**config.mk**
```make
export PLATFORM = sky130hd
export DESIGN_NAME = iob_mem_arbiter
export DESIGN_NICKNAME = d
export VERILOG_FILES = /design/src/rtl/iob_mem_arbiter_pkg.sv /design/src/rtl/iob_arb_prio2.sv /design/src/rtl/iob_mem_arbiter.sv
export SDC_FILE = /design/constraint.sdc
export NUM_CORES = 1
export LEC_CHECK = 0
export BUFFER_PORTS_ARGS = -buffer_cell sky130_fd_sc_hd__buf_4
export CAP_MARGIN = 20
export CORE_AREA = 2 2 121 123
export CTS_CLUSTER_SIZE = 14
export DETAILED_ROUTE_END_ITERATION = 10
export DIE_AREA = 0 0 123 125
export SYNTH_ARGS = -nofsm -noshare
export SYNTH_HDL_FRONTEND = slang
export SYNTH_SLANG_ARGS = --single-unit
```
**constraint.sdc**
```tcl
create_clock -name clk -period 1.5 [get_ports clk]
set_input_delay 0 -clock clk [delete_from_list [all_inputs] [get_ports clk]]
set_output_delay 0 -clock clk [all_outputs]
set_load 0.01 [all_outputs]
```
**src/rtl/iob_mem_arbiter_pkg.sv**
```systemverilog
// rtl/iob_mem_arbiter_pkg.sv - state encoding and bus field offsets for iob_mem_arbiter
package iob_mem_arbiter_pkg;

    typedef enum logic [1:0] {
        IDLE  = 2'd0,
        REQ   = 2'd1,
        RDATA = 2'd2
    } arb_state_t;

    // Response bus {rdata, rvalid, ready}, MSB first
    localparam int RESP_READY_OFF  = 0;
    localparam int RESP_RVALID_OFF = 1;
    localparam int RESP_RDATA_OFF  = 2;

    // Request bus {avalid, addr, wdata, wstrb}, MSB first
    localparam int REQ_WSTRB_OFF = 0;

    function automatic int req_wdata_off(input int data_w);
        return data_w / 8;
    endfunction

    function automatic int req_addr_off(input int data_w);
        return data_w + data_w / 8;
    endfunction

    function automatic int req_avalid_off(input int addr_w, input int data_w);
        return addr_w + data_w + data_w / 8;
    endfunction

endpackage

```
**src/rtl/iob_arb_prio2.sv**
```systemverilog
// rtl/iob_arb_prio2.sv - 2-requester picker; IOB_MEM_ARBITER_RR_EN selects round-robin ties
module iob_arb_prio2 (
    input  logic [1:0] req,
    input  logic       last,
    output logic [1:0] gnt
);

`ifdef IOB_MEM_ARBITER_RR_EN
    // on a tie, serve the slot that was not served last (last=1 means slot 1)
    always_comb begin
        gnt = req;
        if (&req) begin
            gnt = last ? 2'b01 : 2'b10;
        end
    end
`else
    logic unused_last;
    assign unused_last = last;

    // fixed priority: slot 1 (dbus) wins every tie
    always_comb begin
        gnt = req;
        if (&req) begin
            gnt = 2'b10;
        end
    end
`endif

endmodule

```
**src/rtl/iob_mem_arbiter.sv**
```systemverilog
// rtl/iob_mem_arbiter.sv - two-master IOb arbiter onto one slave; IOB_MEM_ARBITER_RR_EN enables round-robin
module iob_mem_arbiter
    import iob_mem_arbiter_pkg::*;
#(
    parameter  int ADDR_W  = 32,
    parameter  int DATA_W  = 32,
    localparam int WSTRB_W = DATA_W / 8,
    localparam int REQ_W   = 1 + ADDR_W + DATA_W + WSTRB_W,
    localparam int RESP_W  = DATA_W + 2
) (
    input  logic                clk,
    input  logic                rst,
    input  logic [2*REQ_W-1:0]  m_req,
    output logic [2*RESP_W-1:0] m_resp,
    output logic [REQ_W-1:0]    s_req,
    input  logic [RESP_W-1:0]   s_resp,
    output logic [1:0]          grant
);

    localparam int AVALID_OFF = req_avalid_off(ADDR_W, DATA_W);

    arb_state_t        state;
    logic              owner;
    logic              last;
    logic [1:0]        avalids;
    logic [1:0]        pick;
    logic [REQ_W-1:0]  own_req;
    logic              own_write;
    logic [RESP_W-1:0] own_resp;
    logic              s_ready;
    logic              s_rvalid;
    logic [DATA_W-1:0] s_rdata;

    assign avalids   = {m_req[REQ_W + AVALID_OFF], m_req[AVALID_OFF]};
    assign own_req   = owner ? m_req[REQ_W +: REQ_W] : m_req[0 +: REQ_W];
    assign own_write = |own_req[REQ_WSTRB_OFF +: WSTRB_W];
    assign s_ready   = s_resp[RESP_READY_OFF];
    assign s_rvalid  = s_resp[RESP_RVALID_OFF];
    assign s_rdata   = s_resp[RESP_RDATA_OFF +: DATA_W];

    iob_arb_prio2 u_prio (
        .req  (avalids),
        .last (last),
        .gnt  (pick)
    );

`ifdef IOB_MEM_ARBITER_RR_EN
    // remember the slot granted most recently; starts at slot 1 so slot 0 wins the first tie
    always_ff @(posedge clk or posedge rst) begin
        if (rst) begin
            last <= 1'b1;
        end else if (state == IDLE && |avalids) begin
            last <= pick[1];
        end
    end
`else
    assign last = 1'b1;
`endif

    // one transaction at a time: grant, wait for slave ready, then for read data if it was a read
    always_ff @(posedge clk or posedge rst) begin
        if (rst) begin
            state <= IDLE;
            owner <= 1'b0;
            grant <= 2'b00;
        end else begin
            case (state)
                IDLE: begin
                    if (|avalids) begin
                        owner <= pick[1];
                        grant <= pick;
                        state <= REQ;
                    end
                end
                REQ: begin
                    if (s_ready) begin
                        if (own_write) begin
                            state <= IDLE;
                            grant <= 2'b00;
                        end else begin
                            state <= RDATA;
                        end
                    end
                end
                RDATA: begin
                    if (s_rvalid) begin
                        state <= IDLE;
                        grant <= 2'b00;
                    end
                end
                default: begin
                    state <= IDLE;
                    grant <= 2'b00;
                end
            endcase
        end
    end

    // forward the owner's request to the slave and the slave's response to the owner only
    always_comb begin
        s_req    = '0;
        own_resp = '0;
        m_resp   = '0;
        case (state)
            REQ: begin
                s_req                    = own_req;
                own_resp[RESP_READY_OFF] = s_ready;
            end
            RDATA: begin
                own_resp[RESP_RDATA_OFF +: DATA_W] = s_rdata;
                own_resp[RESP_RVALID_OFF]          = s_rvalid;
            end
            default: begin
            end
        endcase
        if (state != IDLE) begin
            if (owner) begin
                m_resp[RESP_W +: RESP_W] = own_resp;
            end else begin
                m_resp[0 +: RESP_W] = own_resp;
            end
        end
    end

endmodule

```
Word-level counts from Yosys, hierarchy flattened --
Cells that the tools add are included.
Operators by class: multiplexer cells 17, equality and inequality tests 6, reductions and logical operators 8
Operators by type and width (count):
- 69-bit two-way mux | 2
- 34-bit two-way mux | 2
- 68-bit two-way mux | 1
- 33-bit two-way mux | 1
- 2-bit two-way mux | 8
- 2-bit case mux with 3 select lines | 2
- 2-bit != test, second input constant | 4
- 2-bit AND reduction | 2
- 4-bit AND reduction | 1
- 4-bit OR reduction | 1
- 3-bit AND reduction | 1
- 2-bit by 1-bit equality test with 1-bit output, second input constant | 1
- 2-bit equality test, second input constant | 1
- 2-bit zero test | 1
- 2-bit nonzero test | 1
- 2-bit OR reduction | 1
- 1-bit two-way mux | 1
Word-level totals: output and inout port bits 139, flip-flop bits (word level) 5

Logic depth before layout (Yosys ltp) --
word-level depth 5, depth in mapped cells 5, depth with buffers taken out 3

Hierarchy --
A second synthesis with hierarchy kept.
Second synthesis, totals: cell total of the unflattened synthesis 260, area, all modules 1775.5 sq um
Modules (own cells, without submodules):
- iob_mem_arbiter | area each 1765.4 sq um, cells an instance 258, times used 1
- iob_arb_prio2 | area each 10.0 sq um, cells an instance 2, times used 1

Least setup slack after synthesis --
OpenSTA, ideal clock, no wires.
kind register to register, start register owner, end register grant[0], setup time 0.090 ns, stages on the path, launching flop included 5, buffers on the path 1, clock period less this slack 1.202 ns, path slack 0.298 ns, required time 1.410 ns, arrival 1.111 ns, path through dfrtp_1 > buf_6 > mux2i_1 > o2111ai_1 > o221ai_1
Between the ends: cells in the longest elaborated chain, start to end 4
Ends and longest elaborated chain:
- from (decl) | RTL line iob_mem_arbiter.sv:23 | logic owner;
- from (signal assigned) | RTL line iob_mem_arbiter.sv:70 | owner <= pick[1];
- 69-bit two-way mux | RTL line iob_mem_arbiter.sv:35 | assign own_req = owner ? m_req[REQ_W +: REQ_W] : m_req[0 +: REQ_W];
- 4-bit OR reduction | RTL line iob_mem_arbiter.sv:36 | assign own_write = |own_req[REQ_WSTRB_OFF +: WSTRB_W];
- 2-bit != test (no line)
- 4-bit AND reduction (no line)
- to (signal assigned) | RTL line iob_mem_arbiter.sv:71 | grant <= pick;
- to (decl) | RTL line iob_mem_arbiter.sv:17 | output logic [1:0] grant
Every way passes these cells. A chain may end at the register's enable or synchronous reset.

Worst setup path after layout --
start register owner, end output s_req[38]
Between the ends: cells in the longest elaborated chain, start to end 2
Ends and longest elaborated chain:
- 69-bit two-way mux | RTL line iob_mem_arbiter.sv:35
- 69-bit two-way mux | RTL line iob_mem_arbiter.sv:104 | case (state)
- to (decl) | RTL line iob_mem_arbiter.sv:15 | output logic [REQ_W-1:0] s_req,
Every way passes these cells.

==> reports/qor.yml <==
outcome:
  status: "complete, no violations"
clock_network:
  cts.path.max_buffers: 2
  tritoncts_clock_tree: "yes"
  cts.sink_count: 5
  clock_latency_ps: 230
  cts-htree-levels: 1
  clock-root-buffer: "sky130_fd_sc_hd__clkbuf_16"
  numCtsBuffers: 3
  clkTransAtPathRegs_ps: 30
power:
  clkPwrFrac: 0.082
  share_comb_of_total_power: 0.864
  total_power_mw: 5.43
  power_switching_share: 0.420
  power.leakage_nw: 2.68
  sequentialPowerShare: 0.054
  p_int_mw: 3.15
  switching_power_mw: 2.28
  vdd.ir_drop.worst_mv: 0.680
  power.density_mw_per_mm2: 1150
floorplanning:
  die_h_um: 125
  die_w_um: 123
  core-area_mm2: 0.0142
  placement_rows: 44
  fp.dieArea_mm2: 0.0154
  floorplan.io_pins: 313
  start_util: 0.127
worst_setup_path:
  end_kind: "output port"
  worstSetupPathType: "flop to output port"
  worstPathMaxFanout: 13
  cp_data_required_time_ps: 1500
  crit_path_start_kind: "flop"
  cp_data_arrival_time_ps: 1480
placement:
  placedCellCount: 747
  buffer_ports.inserted: 312
  gpl.final_weighted_congestion: 0.783
  placedInstanceArea_mm2: 0.00442
  hpwl_detailed_um: 8230
  preCtsSetupSlack_ps: 139
final_layout:
  layout_cells_sized_above_1: 0.614
  finish.net_count: 753
  count_of_antenna_diodes_in_the_layout: 0
  final_core_util: 0.334
  post_layout_nonfiller_instances: 762
  area_growth_pct: 163
  finalInstanceArea_mm2: 0.00474
detailed_routing:
  routed_wl_um: 10200
  first_pass_iters: 4
  avgViaCountPerCell: 3.96
  detailedRoute.firstIterationViolations: 55
  postRouteAntennaNets: 0
  dr_wl_cell_um: 13.3
  route.detailed.drc: 0
  via_count: 3016
global_routing:
  number_of_global_route_vias_before_repair: 2851
  grt_start_max_net_pins: 36
  grtUsageTotal: 0.116
  grt-ovfl-total: 0
  antenna_found_initial: 0
  grt_first_pass_wirelength_um: 14400
sta:
  worst_hold_slack_ps: 50.6
  worstMarginPinSlew_ps: 386
  hold_viol: 0
  setup_repair_after_global_routing_missed_its_margin: "true"
  min_period_ps: 1480
  timing.final.crit_share: 0.984
  final.setup_skew_ps: 2.28
  totalNegativeSetupSlack_ps: 0
  relative_slew_margins: 0.741
  report.final.slew_viol_count: 0
  setup-violations-final: 0
  fmaxAchievable_mhz: 677
  timing.final.ws_setup_ps: 23.3
logic_synthesis:
  syn_area_per_cell_um2: 6.97
  synth.cells.most_frequent: "sky130_fd_sc_hd__nor2_1 (71), sky130_fd_sc_hd__mux2i_1 (70), sky130_fd_sc_hd__and2_1 (66)"
  yosysUniqueCellTypes: 27
  synthFlopType: "sky130_fd_sc_hd__dfrtp_1"
  synthArstFlopShare: 1.00
  ys_top_cells_by_area: "sky130_fd_sc_hd__mux2i_1 (39%), sky130_fd_sc_hd__and2_1 (23%), sky130_fd_sc_hd__nor2_1 (15%), sky130_fd_sc_hd__dfrtp_1 (6.9%), sky130_fd_sc_hd__buf_4 (2.9%)"
  yosysWarningCount: 0
  synth-seq-cells: 5
  netlist_instances: 259
  syn-cell-area_mm2: 0.00180
  yosys.area.top_type_share: 0.388
  synth_enable_flop_cells: 0
  synth_fp_nets: 433
  yosys.area.top_type: "sky130_fd_sc_hd__mux2i_1"
  synth_seq_area_share: 0.0693
  post-synth-top-count-cell: "sky130_fd_sc_hd__nor2_1"
hold_path:
  hp-class: "input pin to flop"
run:
  max-cap-violations: 0
[cell usage in the layout, fill, tap and decap left out, types with 3 or more instances in the layout]
master	instances
sky130_fd_sc_hd__buf_4	320
sky130_fd_sc_hd__nor2_1	71
sky130_fd_sc_hd__mux2i_1	64
sky130_fd_sc_hd__and2_1	64
sky130_fd_sc_hd__buf_6	7
sky130_fd_sc_hd__clkbuf_16	5
sky130_fd_sc_hd__buf_12	5
sky130_fd_sc_hd__mux2i_2	4
sky130_fd_sc_hd__nand2_1	3
[power groups by stage]
| stage | clock [mW] | combinational, mW | sequential, mW |
|---|---|---|---|
| 2_1_floorplan | 0 | 2.32 | 0.235 |
| 3_3_place_gp | 0 | 4.29 | 0.300 |
| 3_5_place_dp | 0 | 4.28 | 0.307 |
| 4_1_cts | 0.447 | 4.48 | 0.294 |
| 5_1_grt | 0.454 | 5.07 | 0.307 |
| 6_report | 0.444 | 4.70 | 0.294 |
[per-layer routing]
layer / track usage / wire, um / share of wire
met4: 0.0274 / 116 / 0.011
met2: 0.219 / 5400 / 0.53
met3: 0.0155 / 866 / 0.085
met1: 0.136 / 3780 / 0.37
met5: 0 / 0 / 0
[final timing paths]
kind	from	endpoint	slack (ps)	depth (start not counted)
max	owner	s_req[38]	20	5
min	m_req[137]	grant[0]	50	2
max reg2reg	owner	grant[0]	100	4
min reg2reg	grant[1]	grant[1]	580	2
max in group asynchronous	rst	owner	1050	3
min in group asynchronous	rst	grant[0]	250	3
[registers in the layout, indices dropped and copies added (netlist names)]
signal  count
state       2
owner       1
grant       2
[kinds of logic after synthesis]
group | count (synthesis) | synth area share
flip-flops | 5 | 0.0693
AND/OR/NAND/NOR | 150 | 0.427
multiplexers | 70 | 0.388
buffers and inverters | 25 | 0.0784
AO/OA/AOI/OAI | 9 | 0.0368
[worst max-delay path: stages, from the launching register on]
cell and delay, ps:
sky130_fd_sc_hd__dfrtp_4 520, sky130_fd_sc_hd__buf_12 170, sky130_fd_sc_hd__buf_12 150, sky130_fd_sc_hd__mux2i_4 170, sky130_fd_sc_hd__nor2_1 90, sky130_fd_sc_hd__buf_4 130
[layout make-up]
cell class              count  area [um^2]
multi-input cells         229         1600
flip-flops and latches      5          131
repair buffers            337         2680
well taps                 184          230
fillers                  1541         9460
inverters                   3         13.8
clock buffers               4         78.8
[timing repair]
action | CTS | global route
gates resized for setup | 3 | 20
endpoints found under the setup margin | 72 | 75
buffers inserted | 1 | 5
pin swaps | 0 | 7
hold endpoints to repair | 6 | 0
gates cloned | 1 | 2
hold buffers | 2 | 0
No activity file was read; power rests on OpenSTA's default activity.
